--- src/rtl/post_collector_pkg.sv ---
// Shared definitions for the post_collector write-back path: word width,
// index-width helper and the per-tile-buffer state encoding.
package post_collector_pkg;

  localparam int WORD_W = 16;

  // Width of an index over n items, never narrower than one bit.
  function automatic int ch_w(input int n);
    return (n <= 2) ? 1 : $clog2(n);
  endfunction

  typedef enum logic [1:0] {
    EMPTY   = 2'd0,
    FILLING = 2'd1,
    FULL    = 2'd2
  } buf_state_e;

endpackage

--- src/rtl/post_tile_buf.sv ---
// One POY x POX tile buffer: row-addressed register storage plus the
// EMPTY/FILLING/FULL occupancy state and the channel tag of the held tile.
module post_tile_buf
  import post_collector_pkg::*;
#(
  parameter int POX  = 3,
  parameter int POY  = 3,
  parameter int CH_W = 1,
  localparam int ROW_W = POX * WORD_W,
  localparam int RW    = ch_w(POY)
) (
  input  logic                    clk,
  input  logic                    rst,
  input  logic                    wr_en,
  input  logic [ROW_W-1:0]        wr_data,
  input  logic [RW-1:0]           wr_row,
  input  logic [CH_W-1:0]         wr_tag,
  input  logic                    rd_ack,
  output logic                    full,
  output logic [POY*ROW_W-1:0]    tile,
  output logic [CH_W-1:0]         tag
);

  logic [ROW_W-1:0] rows [POY];
  buf_state_e       state_q;
  buf_state_e       state_d;
  logic             last_row;

  assign last_row = (wr_row == RW'(POY - 1));

  // Row storage carries no reset; occupancy state decides what is visible.
  always_ff @(posedge clk) begin
    if (wr_en) begin
      rows[wr_row] <= wr_data;
    end
  end

  always_ff @(posedge clk) begin
    if (rst) begin
      state_q <= EMPTY;
      tag     <= '0;
    end else begin
      state_q <= state_d;
      if (wr_en && last_row) begin
        tag <= wr_tag;
      end
    end
  end

  // A write and an ack never target the same buffer in one cycle: writes
  // need a non-FULL buffer and acks need a FULL one.
  always_comb begin
    state_d = state_q;
    case (state_q)
      EMPTY, FILLING: begin
        if (wr_en) begin
          state_d = last_row ? FULL : FILLING;
        end
      end
      FULL: begin
        if (rd_ack) begin
          state_d = EMPTY;
        end
      end
      default: state_d = EMPTY;
    endcase
  end

  always_comb begin
    full = (state_q == FULL);
  end

  always_comb begin
    tile = '0;
    for (int y = 0; y < POY; y++) begin
      tile[y*ROW_W +: ROW_W] = rows[y];
    end
  end

endmodule

--- src/rtl/post_collector.sv ---
// Reassembles POY consecutive post-processing rows into channel-tagged tiles
// using two ping-pong tile buffers. Define POST_COLLECTOR_STATS_EN to enable
// the handshake counter on tile_count.
module post_collector
  import post_collector_pkg::*;
#(
  parameter int POX       = 3,
  parameter int POY       = 3,
  parameter int CHANNEL_N = 2,
  localparam int CH_W   = ch_w(CHANNEL_N),
  localparam int ROW_W  = POX * WORD_W,
  localparam int TILE_W = POY * ROW_W,
  localparam int RW     = ch_w(POY)
) (
  input  logic              clk,
  input  logic              rst,
  input  logic [ROW_W-1:0]  post_in,
  input  logic              post_in_valid,
  output logic [TILE_W-1:0] tile_out,
  output logic [CH_W-1:0]   tile_ch,
  output logic              tile_out_valid,
  input  logic              tile_out_ready,
  output logic              overflow,
  output logic [15:0]       tile_count
);

  logic [RW-1:0]     wr_row;
  logic [CH_W-1:0]   wr_ch;
  logic              wr_sel;
  logic              rd_sel;

  logic              buf_full [2];
  logic [TILE_W-1:0] buf_tile [2];
  logic [CH_W-1:0]   buf_tag  [2];

  logic              accept;
  logic              drop;
  logic              last_row;
  logic              handshake;

  // A buffer freed by this cycle's handshake still reads FULL here, so a
  // beat aimed at it is dropped rather than written.
  assign accept    = post_in_valid && !buf_full[wr_sel];
  assign drop      = post_in_valid &&  buf_full[wr_sel];
  assign last_row  = (wr_row == RW'(POY - 1));
  assign handshake = tile_out_valid && tile_out_ready;

  for (genvar g = 0; g < 2; g++) begin : g_buf
    post_tile_buf #(
      .POX  (POX),
      .POY  (POY),
      .CH_W (CH_W)
    ) u_buf (
      .clk     (clk),
      .rst     (rst),
      .wr_en   (accept && (wr_sel == 1'(g))),
      .wr_data (post_in),
      .wr_row  (wr_row),
      .wr_tag  (wr_ch),
      .rd_ack  (handshake && (rd_sel == 1'(g))),
      .full    (buf_full[g]),
      .tile    (buf_tile[g]),
      .tag     (buf_tag[g])
    );
  end

  always_ff @(posedge clk) begin
    if (rst) begin
      wr_row <= '0;
      wr_ch  <= '0;
      wr_sel <= 1'b0;
    end else if (accept) begin
      if (last_row) begin
        wr_row <= '0;
        wr_sel <= ~wr_sel;
        wr_ch  <= (wr_ch == CH_W'(CHANNEL_N - 1)) ? '0 : wr_ch + 1'b1;
      end else begin
        wr_row <= wr_row + 1'b1;
      end
    end
  end

  always_ff @(posedge clk) begin
    if (rst) begin
      rd_sel <= 1'b0;
    end else if (handshake) begin
      rd_sel <= ~rd_sel;
    end
  end

  always_ff @(posedge clk) begin
    if (rst) begin
      overflow <= 1'b0;
    end else if (drop) begin
      overflow <= 1'b1;
    end
  end

  // Buffer contents are unreset, so the tile bus is masked until valid.
  assign tile_out_valid = buf_full[rd_sel];
  assign tile_out       = tile_out_valid ? buf_tile[rd_sel] : '0;
  assign tile_ch        = tile_out_valid ? buf_tag[rd_sel]  : '0;

`ifdef POST_COLLECTOR_STATS_EN
  logic [15:0] hs_count;

  always_ff @(posedge clk) begin
    if (rst) begin
      hs_count <= '0;
    end else if (handshake) begin
      hs_count <= hs_count + 16'd1;
    end
  end

  assign tile_count = hs_count;
`else
  assign tile_count = '0;
`endif

endmodule

--- config.mk ---
export PLATFORM = sky130hd
export DESIGN_NAME = post_collector
export DESIGN_NICKNAME = d
export VERILOG_FILES = /design/src/rtl/post_collector_pkg.sv /design/src/rtl/post_tile_buf.sv /design/src/rtl/post_collector.sv
export SDC_FILE = /design/constraint.sdc
export NUM_CORES = 1
export LEC_CHECK = 0
export CAP_MARGIN = 20
export CORE_AREA = 2 2 200 202
export DETAILED_ROUTE_END_ITERATION = 7
export DIE_AREA = 0 0 202 204
export PLACE_DENSITY = 0.56
export SYNTH_ARGS = -nofsm -noshare
export SYNTH_HDL_FRONTEND = slang
export SYNTH_SLANG_ARGS = --single-unit
--- constraint.sdc ---
create_clock -name clk -period 7.55 [get_ports clk]
set_clock_uncertainty 0.15 [all_clocks]
set_input_delay 1.8875 -clock clk [delete_from_list [all_inputs] [get_ports clk]]
set_output_delay 1.8875 -clock clk [all_outputs]
set_load 0.02 [all_outputs]
Word-level counts from Yosys, hierarchy flattened:

Memories as Yosys holds them, arrays and structs flattened.
Index checks and enable logic that the tools add are counted.

* flip-flop bits (word level): 12
* word-level logic and storage cells: 72
* RAM bits: 288
* memories kept: 2
* input port bits: 52
* output and inout port bits: 163

* equality and inequality tests: 9
* order comparisons: 2
* add/subtract/negate cells: 2
* bitwise logic cells: 4
* reductions and logical operators: 17
* mux-type cells: 27

Memory list
* g_buf[0].u_buf.rows: depth 3, width 48, rd ports 3, clocked after memory_dff 0, wr ports 1, RTL line post_tile_buf.sv:24 `logic [ROW_W-1:0] rows [POY];`
* g_buf[1].u_buf.rows: depth 3, width 48, rd ports 3, clocked after memory_dff 0, wr ports 1, RTL line post_tile_buf.sv:24

Operators with widths (number)
* $mux 144: 4
* $mux 1: 15
* $mux 2: 6
* $logic_and 1x1->1: 9
* $ne 2x1->1 const B: 4
* $pmux 2 s2: 2
* $eq 2x2->1 const B: 3
* $reduce_and 2->1: 3
* $eq 2x1->1 const B: 2
* $ge 2x2->1 const B: 2
* $logic_not 2->1: 2
* $not 1->2: 2
* $reduce_or 2->1: 2
* $add 2x1->2 const B: 1
* $not 1->1: 2
* $add 1x1->1 const B: 1
* $logic_not 1->1: 1

Depth between registers and ports, before layout:

Gate-level depths: netlist of run 1.

* depth in word-level cells: 9
* gate-level depth with buffers: 5
* mapped depth without buffers: 3

Cells and area by module:

From an unflattened synthesis of run 1, not the netlist that was laid out.

* cells, all modules: 690
* area total of the unflattened synthesis: 11551.1 um^2

Modules (own cells, without submodules)
* post_tile_buf: seq. area each 4384.2 um^2, cells each 159, area an instance 4475.5 um^2, times used 2
* post_collector: seq. area each 120.1 um^2, cells each 372, area an instance 2600.0 um^2, times used 1

Worst setup path after synthesis of run 1:

Ideal clock, no wire load.

* path type: input to register
* start point: input port post_in_valid
* end point: memory g_buf[1].u_buf.rows[2][0] (netlist bit), enable pin
* stages: 2
* library setup time: 0.516 ns
* required time: 6.884 ns
* path buffers: 0
* arrival: 5.341 ns
* slack: 1.543 ns
* path through: nand2_1 -> nor3_1

* word-level cells in the longest chain between the ends: 4

RTL lines
* start: declaration: RTL line post_collector.sv:18 `input logic post_in_valid,`
* $logic_and 1x1->1: RTL line post_collector.sv:43 `assign accept = post_in_valid && !buf_full[wr_sel];`
* $logic_and 1x1->1: RTL line post_collector.sv:56 `.wr_en (accept && (wr_sel == 1'(g))),`
* $mux 1: RTL line post_tile_buf.sv:33 `if (wr_en) begin`
* $mux 1 (not written as such): RTL line post_tile_buf.sv:34 `rows[wr_row] <= wr_data;`
* end: declaration: RTL line post_tile_buf.sv:24

Every way passes these cells.

Final worst setup path of run 1:

* start point: register rd_sel
* end point: output port tile_out[9]

* word-level cells in the longest chain between the ends: 5
* elaborated cells between the ends (all ways): 8
* those cells by class: 7 x mux; 1 x bitwise

RTL lines
* start: declaration: RTL line post_collector.sv:30 `logic rd_sel;`
* start signal: assignment: RTL line post_collector.sv:87 `rd_sel <= ~rd_sel;`
* $not 1->2 (not written as such) (*): RTL line post_collector.sv:100, post_collector.sv:101
* $mux 144 (not written as such) / $mux 1 (equally long branches) (3 in series): RTL line post_collector.sv:101, post_collector.sv:100
* $mux 144 (*): RTL line post_collector.sv:101 `assign tile_out = tile_out_valid ? buf_tile[rd_sel] : '0;`
* end: declaration: RTL line post_collector.sv:19 `output logic [TILE_W-1:0] tile_out,`

Every way passes the cells marked *; elsewhere a longest branch is shown, timed or not. The select of a mux whose other input is x is not followed.

==> results.md, run 1 <==
- CTS tree: yes
- Crit path DAT: roughly 3.3 ns
- Starting Density: slightly below 30%
- Predominant post-synthesis flop cell: edfxtp_1
- GRT overflow: 0
- Largest net degree at the start of global routing: between 100 and 150
- Post-synthesis cell count: 699
- Clk root buf: clkbuf_16
- Setup repair after global routing missed its margin: false
- GRT Total Usage: around an eighth
- Post-DP HPWL: about 16000 um
- Worst hold path type: flop to flop
- Maximum buffer depth of the clock tree: 3
- Clock Power Share: between 40% and 50%
- R2R setup slack: approximately 4.5 ns
- Routed WL per cell: 17.82 um
- Status: completed
- Logic pwr share: roughly 4.2%
- Switching pwr: approximately 730 uW
- HP Start: overflow
- Crit path kind: flop to output port
- Via Count: ~6300
- CP required: about 5.5 ns
- # IOs: 215
- # resized after CTS: 0
- Clock sink count: 300
- Final Hold Viols: 0
- Clock slew at reported path FFs: about 0.060 ns
- Design Area, Final: around 15000 um2
- Std-Cell Rows: 73
- Synth cell types: 34
- Critical Path Fanout Max: 46
- Leading area contributor after synthesis: edfxtp_1
- Post-layout nets: between 900 and 1000
- WHS: between 0.3 and 0.4 ns
- CTS Hold Bufs: 0
- GPL Wtd Cong: between 0.7 and 0.8
- Antenna violations before repair: 1
- Top delay family on crit path: buffers and inverters
- R2r startpoint: wr_sel
- Post-synthesis sequential area ratio: between 70 and 80%
- Async SR Flop Fraction: 0%
- Die W: 202 um
- Sw frac: around a fifth
- R2R depth: 4
- DIE AREA: 41210 um2
- Flop pwr share: between 50% and 60%
- Startpoint Class: flop
- Post-synthesis register bit count: 300
- Pwr/cell area: between 200 and 250 nW/um2
- Number of global-route vias before repair: 6456
- Hold Path Sink: overflow
- Clock latency on the worst-skew pair: 0.51 ns
- Area of the mapped netlist: roughly 12000 um2
- P_leak: around 0.0046 uW
- Chip height: 204 um
- Post-synth EDFFs: 288
- Worst path bufs/invs: 2
- Iter 0 DRT Violations: ~320
- TritonCTS buffer count: 34
- Overall routed net length: between 20000 and 30000 um
- Core Area: about 39000 um2
- RR Endpoint: g_buf[1].u_buf.rows[1][11]
- Placed Instance Area: 14080 um2
- Fillers: 3672
- Max VDD drop: around 0.00013 V
- Global-route wire length before repair: between 30000 and 40000 um
- # port buffers: just under 200
- Slew Viols, Final: 0
- Hold Path Stages: 2
- Least-Margin Pin Slew: around 1.0 ns
- DR vias/cell: 4.348
- Syn Area/Cell: 16.52 um2
- Setup bufs post-CTS: 0
- Slew Limit Headroom: between 30% and 40%
- Area Overhead vs Synth: 30.56%
- Cell-internal power: approximately 2800 uW
- Post-DRT Antenna Nets: 0
- H-tree depth: 2
- # DRC: 0
- Crit share post-route: a little over two thirds
- Final setup fails: 0
- Crit path cell chain: buf_4 > mux2i_1 > nor2_1 > clkdlybuf4s50_1
- Share of layout cells above drive strength 1: about 7.7%
- Diode count: 0
- Critical Path Slowest Stage Cell: dfxtp_4
- Max-cap violations: 0
- Fmax: roughly 190 MHz
- Area share of the leading cell type in the synthesized netlist: around 75%
- Setup TNS: 0 ns
- Period minus WS final: 5.309 ns
- CP peak stage delay: slightly above 0.9 ns
- Yosys warnings: 0
- Synth area leaders: edfxtp_1 (75%), mux2i_1 (13%), nor2_1 (4.9%)
- CP endpoint kind: output port
- Drt pass-1 iters: 5
==> synth_stat cells (2+ instances only) <==
cell      instances
nand2b_1          2
nand2_1           2
nor3_1            2
nor2b_1           3
dfxtp_1          12
mux2i_1         147
edfxtp_1        288
inv_1             7
buf_2            33
a21oi_1           8
o31ai_1           2
buf_4            16
nor2_1          150
or3_2             3
nor4_1            3
o21ai_0           3
==> layout make-up <==
type / instances / area (um2) / share of cell area (%)
flip-flops and latches: 300 / 8892 / 58.99
multi-input cells: 356 / 2421 / 16.06
repair buffers: 208 / 2082 / 13.81
clock buffers: 40 / 894.6 / 5.935
well taps: 525 / 656.9 / 4.358
clock inverters: 19 / 101.3 / 0.6723
inverters: 7 / 26.28 / 0.1743
==> metal layers <==
| layer | routed length [um] | vias up | GRT usage, % | part of all wire (%) |
|---|---|---|---|---|
| met2 | 12300 | 188 | 20.42 | 47 |
| met1 | 11580 | 3125 | 16.11 | 45 |
| met5 | 13 | - | 0 | 0.050 |
| li1 | - | 2967 | - | - |
| met3 | 1501 | 44 | 3.173 | 5.8 |
| met4 | 542 | 2 | 3.466 | 2.1 |
==> flip-flops by register name, summed over array words and instances (netlist names) <==
register	flops
wr_ch	1
g_buf.u_buf.state_q	4
wr_sel	1
wr_row	2
rd_sel	1
g_buf.u_buf.rows	288
g_buf.u_buf.tag	2
overflow	1
==> how the worst max path moves through the flow <==
| stage | startpoint | end | slack [ns] | cells after the start |
|---|---|---|---|---|
| detailed placement | post_in_valid | g_buf[1].u_buf.rows[1][2] | 2.49 | 5 |
| global placement | post_in_valid | g_buf[1].u_buf.rows[1][44] | 2.48 | 5 |
| CTS | rd_sel | tile_out[9] | 2.19 | 4 |
| finish | rd_sel | tile_out[9] | 2.24 | 4 |
| global route | rd_sel | tile_out[105] | 2.06 | 4 |
| floorplan | post_in_valid | g_buf[1].u_buf.rows[2][0] | 1.54 | 2 |
==> cell families (layout without fill, tap and decap cells) <==
group / after synthesis / in the layout / synth area share, %
buffers and inverters: 58 / 274 / 2.828
multiplexers: 148 / 148 / 12.84
AND/OR/NAND/NOR: 175 / 175 / 6.394
flip-flops: 300 / 300 / 76.98
other: 1 / 16 / 0.03248
AO/OA/AOI/OAI: 17 / 17 / 0.9211
==> power by group through the flow <==
stage | registers [uW] | logic, uW | clock network, uW
after detailed placement | 1920 | 152 | 0
final | 1890 | 148 | 1470
after CTS | 1890 | 152 | 1530
after floorplan | 1920 | 74.0 | 0
after global routing | 1890 | 163 | 1580
after global placement | 1920 | 151 | 0
==> tightest hold or removal path, cell delays in order, from the launching register on <==
cell and delay [ns]:
dfxtp_1 0.31, inv_1 0.05, a21oi_1 0.05
==> cells in the final DEF (no fill, tap or decap), types with 2 or more instances in the layout <==
cell	instances
inv_1	6
conb_1	16
clkinv_2	7
clkdlybuf4s50_1	198
clkinv_1	8
dfxtp_1	11
o21ai_0	3
nand2b_1	2
buf_12	2
a21oi_1	8
and3_2	2
buf_4	8
or3_2	3
clkbuf_1	5
nor2b_1	3
mux2i_1	146
nor2_4	2
o31ai_1	2
edfxtp_1	288
clkbuf_16	35
nand2_1	2
nor4_1	3
nor2_1	148
==> metrics by stage <==
step	setup WS [ns]	total power, uW	instances	utilization, %
2_1_floorplan	1.543	1993	714	-
3_3_place_gp	2.483	2070	1396	35.93
3_5_place_dp	2.493	2072	1396	35.93
4_1_cts	2.190	3563	1455	38.47
5_1_grt	2.064	3635	1455	38.47
6_report	2.241	3508	1455	38.47
Note: power is estimated with default switching activity, not from simulation.
==> run 2: changes to the inputs <==
==> constraint.sdc (replaced) <==
create_clock -name clk -period 5.5 [get_ports clk]
set_clock_uncertainty 0.15 [all_clocks]
set_input_delay 1.375 -clock clk [delete_from_list [all_inputs] [get_ports clk]]
set_output_delay 1.375 -clock clk [all_outputs]
set_load 0.02 [all_outputs]
==> run 2 against run 1 <==
Compared with the run above: combinational power is 40% higher; worst hold slack got worse by 0.0022 ns; total power up 40%; global-route usage decreased by 0.091 points; sequential share of layout area down 0.25 points; sequential cell count unchanged; worst setup slack got worse by 1.2 ns; wire length fell by 2.0%; first-iteration DRC count is 3.1% lower; critical path type unchanged.
==> results.md, run 2 (synthesis gave the netlist of run 1 again) <==
- Status: completed
- Final setup fails: 0
- Share of layout cells above drive strength 1: ~7.5%
- Setup bufs post-CTS: 0
- Starting Density: between 20 and 30%
- Routed WL per cell: 17.49 um
- Met2 usage: between 10% and 20%
- P_leak: approximately 0.0046 uW
- Slew Viols, Final: 0
- Placed Instance Area: around 14000 um2
- CP required: between 3 and 4 ns
- H-tree depth: 2
- Global Route met3 Usage: 2.982%
- # resized after CTS: 0
- # DRC: 0
- Setup ws final: ~1.0 ns
- Worst path bufs/invs: 2
- Crit path DAT: slightly below 3 ns
- Commonest non-fill, non-tap cell in the layout: edfxtp_1
- Post-DRT Antenna Nets: 0
- Diode count: 0
- Crit path cell chain: mux2i_4 > buf_12 > nor2_1 > clkdlybuf4s50_1
- Period minus WS final: between 4 and 5 ns
- CTS Hold Bufs: 0
- Die W: about 200 um
- DR vias/cell: roughly 4.3
- Fmax: around 220 MHz
- CP peak stage delay: 0.71 ns
- GRT overflow: 0
- Std-Cell Rows: 73
- Clock slew at reported path FFs: 0.05 ns
- Max VDD drop: 0.0001856 V
- Largest net degree at the start of global routing: roughly 150
- Post-layout nets: ~960
- Placed insts: roughly 1400
- Top delay family on crit path: buffers and inverters
- M1 GR Usage: between 10% and 20%
- Crit path kind: flop to output port
- CP endpoint kind: output port
- Overall routed net length: around 25000 um
- Commonest non-fill, non-tap cells in the layout: edfxtp_1 (288), clkdlybuf4s50_1 (198), nor2_1 (148)
- CTS tree: yes
- Setup repair after global routing missed its margin: false
- Least-Margin Pin Slew: slightly below 0.8 ns
- Chip height: approximately 200 um
- Most Used Layer, Global Route: met2
- GRT Total Usage: 12.27%
- Biggest register: g_buf.u_buf.rows
- GPL Wtd Cong: 0.6906
- Startpoint Class: flop
- Post-DP HPWL: around 15000 um
- Global-route wire length before repair: approximately 38000 um
- Maximum buffer depth of the clock tree: 3
- Antenna violations before repair: 1
- Final Hold Viols: 0
- Fillers: 3644
- # port buffers: between 150 and 200
- Crit share post-route: roughly four fifths
- Core Area: 39180 um2
- Clock sink count: 300
- Pre-CTS WS: 1.369 ns
- Critical Path Slowest Stage Cell: dfxtp_4
- Number of global-route vias before repair: 6468
- Design Area, Final: approximately 15000 um2
- Worst hold path type: flop to flop
- Clk root buf: clkbuf_16
- Area Overhead vs Synth: 31.12%
- Via Count: between 6000 and 7000
- Critical Path Fanout Max: between 100 and 150
- WHS: a little under 0.3 ns
- Clock latency on the worst-skew pair: about 0.52 ns
- Max-cap violations: 0
- Setup TNS: 0 ns
- Biggest regs: g_buf.u_buf.rows: 288 flops, g_buf.u_buf.state_q: 4 flops
- DIE AREA: a little over 40000 um2
- # IOs: roughly 220
- Pwr/cell area: 323.4 nW/um2
- Final Instance Count excl. Fillers: between 1000 and 1500
- TritonCTS buffer count: 34
- Slew Limit Headroom: a little under half
- Drt pass-1 iters: 8
- Iter 0 DRT Violations: slightly above 300
- Max reg flops: roughly 290
-- run 2: cell count changes in the layout (fill, tap and decap cells not counted), moves of 2 or more --
cell	previous run	this run
buf_4	8	5
clkbuf_1	5	11
clkinv_1	8	2
bufinv_16	0	2
clkinv_2	7	3
buf_12	2	5
-- run 2: cell type report --
cell class	count	area (um2)	area share, %
clock buffer	45	892.1	5.893
clock inverter	12	131.4	0.8678
inverter	7	26.28	0.1736
multi-input combinational	356	2421	15.99
sequential	300	8892	58.74
tap	525	656.9	4.339
timing repair buffer	208	2120	14.00
-- run 2: stage by stage --
step / power, uW / utilization, %
final: 4897 / 38.64
after global routing: 5087 / 38.64
after CTS: 4983 / 38.64
after detailed placement: 2847 / 36.03
after global placement: 2841 / 36.03
after floorplan: 2736 / -
-- run 2: final timing paths --
kind | startpoint | endpoint | slack (ns) | cells past startpoint
worst max register to register | wr_sel | g_buf[1].u_buf.rows[1][28] | 2.82 | 4
worst min register to register | overflow | overflow | 0.30 | 2
worst max-delay path | rd_sel | tile_out[57] | 1.03 | 4
worst min-delay path | overflow | overflow | 0.30 | 2
-- run 2: power breakdown --
| part | total (uW) | internal (uW) | leakage, uW | switching, uW |
|---|---|---|---|---|
| logic | 207 | 77.9 | 0.00141 | 129 |
| clock network | 2100 | 1240 | 0.000491 | 864 |
| registers | 2590 | 2570 | 0.00272 | 14.7 |
-- run 2: tightest hold or removal path: cells and delay by family (launching register included) --
family	cells	cell delay (ns)
flops	1	0.30
compound gates	1	0.05
buf+inv	1	0.05
-- run 2: layer usage --
layer / up-vias / part of all wire (%) / wire (um)
li1: 2971 / - / -
met1: 3097 / 45 / 11430
met2: 203 / 46 / 11790
met3: 47 / 5.9 / 1500
met4: 2 / 2.7 / 679
met5: - / 0.051 / 13
==> run 3: changes to the inputs <==
==> constraint.sdc (replaced) <==
create_clock -name clk -period 4.5 [get_ports clk]
set_clock_uncertainty 0.15 [all_clocks]
set_input_delay 1.125 -clock clk [delete_from_list [all_inputs] [get_ports clk]]
set_output_delay 1.125 -clock clk [all_outputs]
set_load 0.02 [all_outputs]
==> run 3 against run 2 <==
Compared with the run above: wire length increased by 1.0%; global-route usage increased by 0.053 points; sequential cell count unchanged; sequential share of layout area decreased by 0.37 points; non-clock buffer count increased by 5; count of clock-buffer cells in the layout decreased by 1; worst hold slack improved by 0.0060 ns; largest cell class unchanged.
==> results.md, run 3 (synthesis gave the netlist of run 1 again) <==
- Status: completed
- Fmax: between 200 and 300 MHz
- Crit share post-route: between 80 and 90%
- Commonest non-fill, non-tap cell in the layout: edfxtp_1
- Worst hold path type: flop to flop
- Startpoint Class: flop
- GPL Wtd Cong: around 0.71
- Final Instance Count excl. Fillers: around 1500
- Setup repair after global routing missed its margin: false
- Area Overhead vs Synth: 31.95%
- Period minus WS final: between 3 and 4 ns
- Diode count: 0
- Biggest regs: g_buf.u_buf.rows: 288 flops, g_buf.u_buf.state_q: 4 flops
- Post-DP HPWL: 15190 um
- Setup ws final: between 0.6 and 0.7 ns
- CP required: between 3 and 4 ns
- GRT Total Usage: ~12%
- Maximum buffer depth of the clock tree: 3
- Antenna violations before repair: 0
- Crit path DAT: 2.60 ns
- Crit path cell chain: and2b_1 > mux2i_4 > buf_4 > nor2_1 > clkdlybuf4s50_1
- Post-DRT Antenna Nets: 0
- Iter 0 DRT Violations: about 280
- Post-layout nets: slightly below 1000
- CTS Hold Bufs: 0
- # port buffers: approximately 200
- Max-cap violations: 0
- Placed insts: between 1000 and 1500
- P_leak: roughly 0.0047 uW
- Core Area: 39180 um2
- CP peak stage delay: approximately 0.56 ns
- Clock latency on the worst-skew pair: approximately 0.51 ns
- Via Count: ~6300
- Critical Path Slowest Stage Cell: clkdlybuf4s50_1
- Setup TNS: 0 ns
- Setup bufs post-CTS: 0
- Commonest non-fill, non-tap cells in the layout: edfxtp_1 (288), clkdlybuf4s50_1 (198), nor2_1 (148)
- CP endpoint kind: output port
- Max reg flops: between 200 and 300
- Share of layout cells above drive strength 1: under 10%
- Slew Limit Headroom: a little over 50%
- Critical Path Fanout Max: 59
- Slew Viols, Final: 0
- Largest net degree at the start of global routing: 93
- H-tree depth: 2
- # IOs: ~220
- Final Hold Viols: 0
- Global-route wire length before repair: approximately 38000 um
- WHS: ~0.3 ns
- Crit path kind: flop to output port
- Pwr/cell area: roughly 400 nW/um2
- CTS tree: yes
- DR vias/cell: approximately 4.3
- Final setup fails: 0
- Pre-CTS WS: around 1.0 ns
- Biggest register: g_buf.u_buf.rows
- Least-Margin Pin Slew: about 0.75 ns
- Overall routed net length: roughly 26000 um
- Std-Cell Rows: between 70 and 80
- Total power: 6085 uW
- Routed WL per cell: ~18 um
- GRT overflow: 0
- Chip height: about 200 um
- # DRC: 0
- Clock slew at reported path FFs: roughly 0.05 ns
- TritonCTS buffer count: 34
- Number of global-route vias before repair: 6356
- # resized after CTS: 0
- DIE AREA: just over 40000 um2
- Max VDD drop: 0.0002029 V
- Die W: slightly above 200 um
- Drt pass-1 iters: 4
- Clock sink count: 300
- Clk root buf: clkbuf_16
- Starting Density: about 29%
-- run 3: changes by cell type in the layout (fill, tap and decap cells not counted), sizes merged --
cell	delta
buf	+5
clkbuf	-1
clkinv	+6
inv	-2
-- run 3: power breakdown --
group	internal, uW	total [uW]	switching, uW
clock	1610	2670	1060
combinational	95.8	256	160
sequential	3140	3160	17.5
total	4850	6080	1240
-- run 3: path summary, 6_finish.rpt --
check / from / endpoint / slack, ns / cells after the start
worst max register to register: wr_sel / g_buf[0].u_buf.rows[0][46] / 2.11 / 4
worst min register to register: overflow / overflow / 0.30 / 2
worst max-delay path: g_buf[1].u_buf.state_q[0] / tile_out[7] / 0.62 / 5
worst min-delay path: overflow / overflow / 0.30 / 2
-- run 3: final cells by class --
cell class                 count  area (um2)
clock buffer                  44       952.2
clock inverter                16       135.1
fill                        3617       23950
inverter                       7       26.28
multi-input combinational    356        2427
sequential                   300        8892
tap                          525       656.9
timing repair buffer         213        2145
-- run 3: stage by stage --
stage / util [%] / area (um2)
floorplan: - / 11610
global placement: 36.11 / 14150
detailed placement: 36.11 / 14150
CTS: 38.88 / 15230
global route: 38.88 / 15230
finish: 38.88 / 15230
-- run 3: critical path: cells and delay by family, from the launching register on --
kind / cells / cell delay (ns)
DFF: 1 / 0.35
and+or+nand+nor: 2 / 0.42
buffers and inverters: 2 / 1.05
muxes: 1 / 0.22
-- run 3: metal layers --
metal | up-vias | global-route usage, % | part of all wire [%]
li1 | 2973 | - | -
met1 | 3121 | 16.00 | 45
met2 | 188 | 20.07 | 47
met3 | 40 | 3.237 | 6.1
met4 | 0 | 4.123 | 1.9
met5 | - | 0 | 0
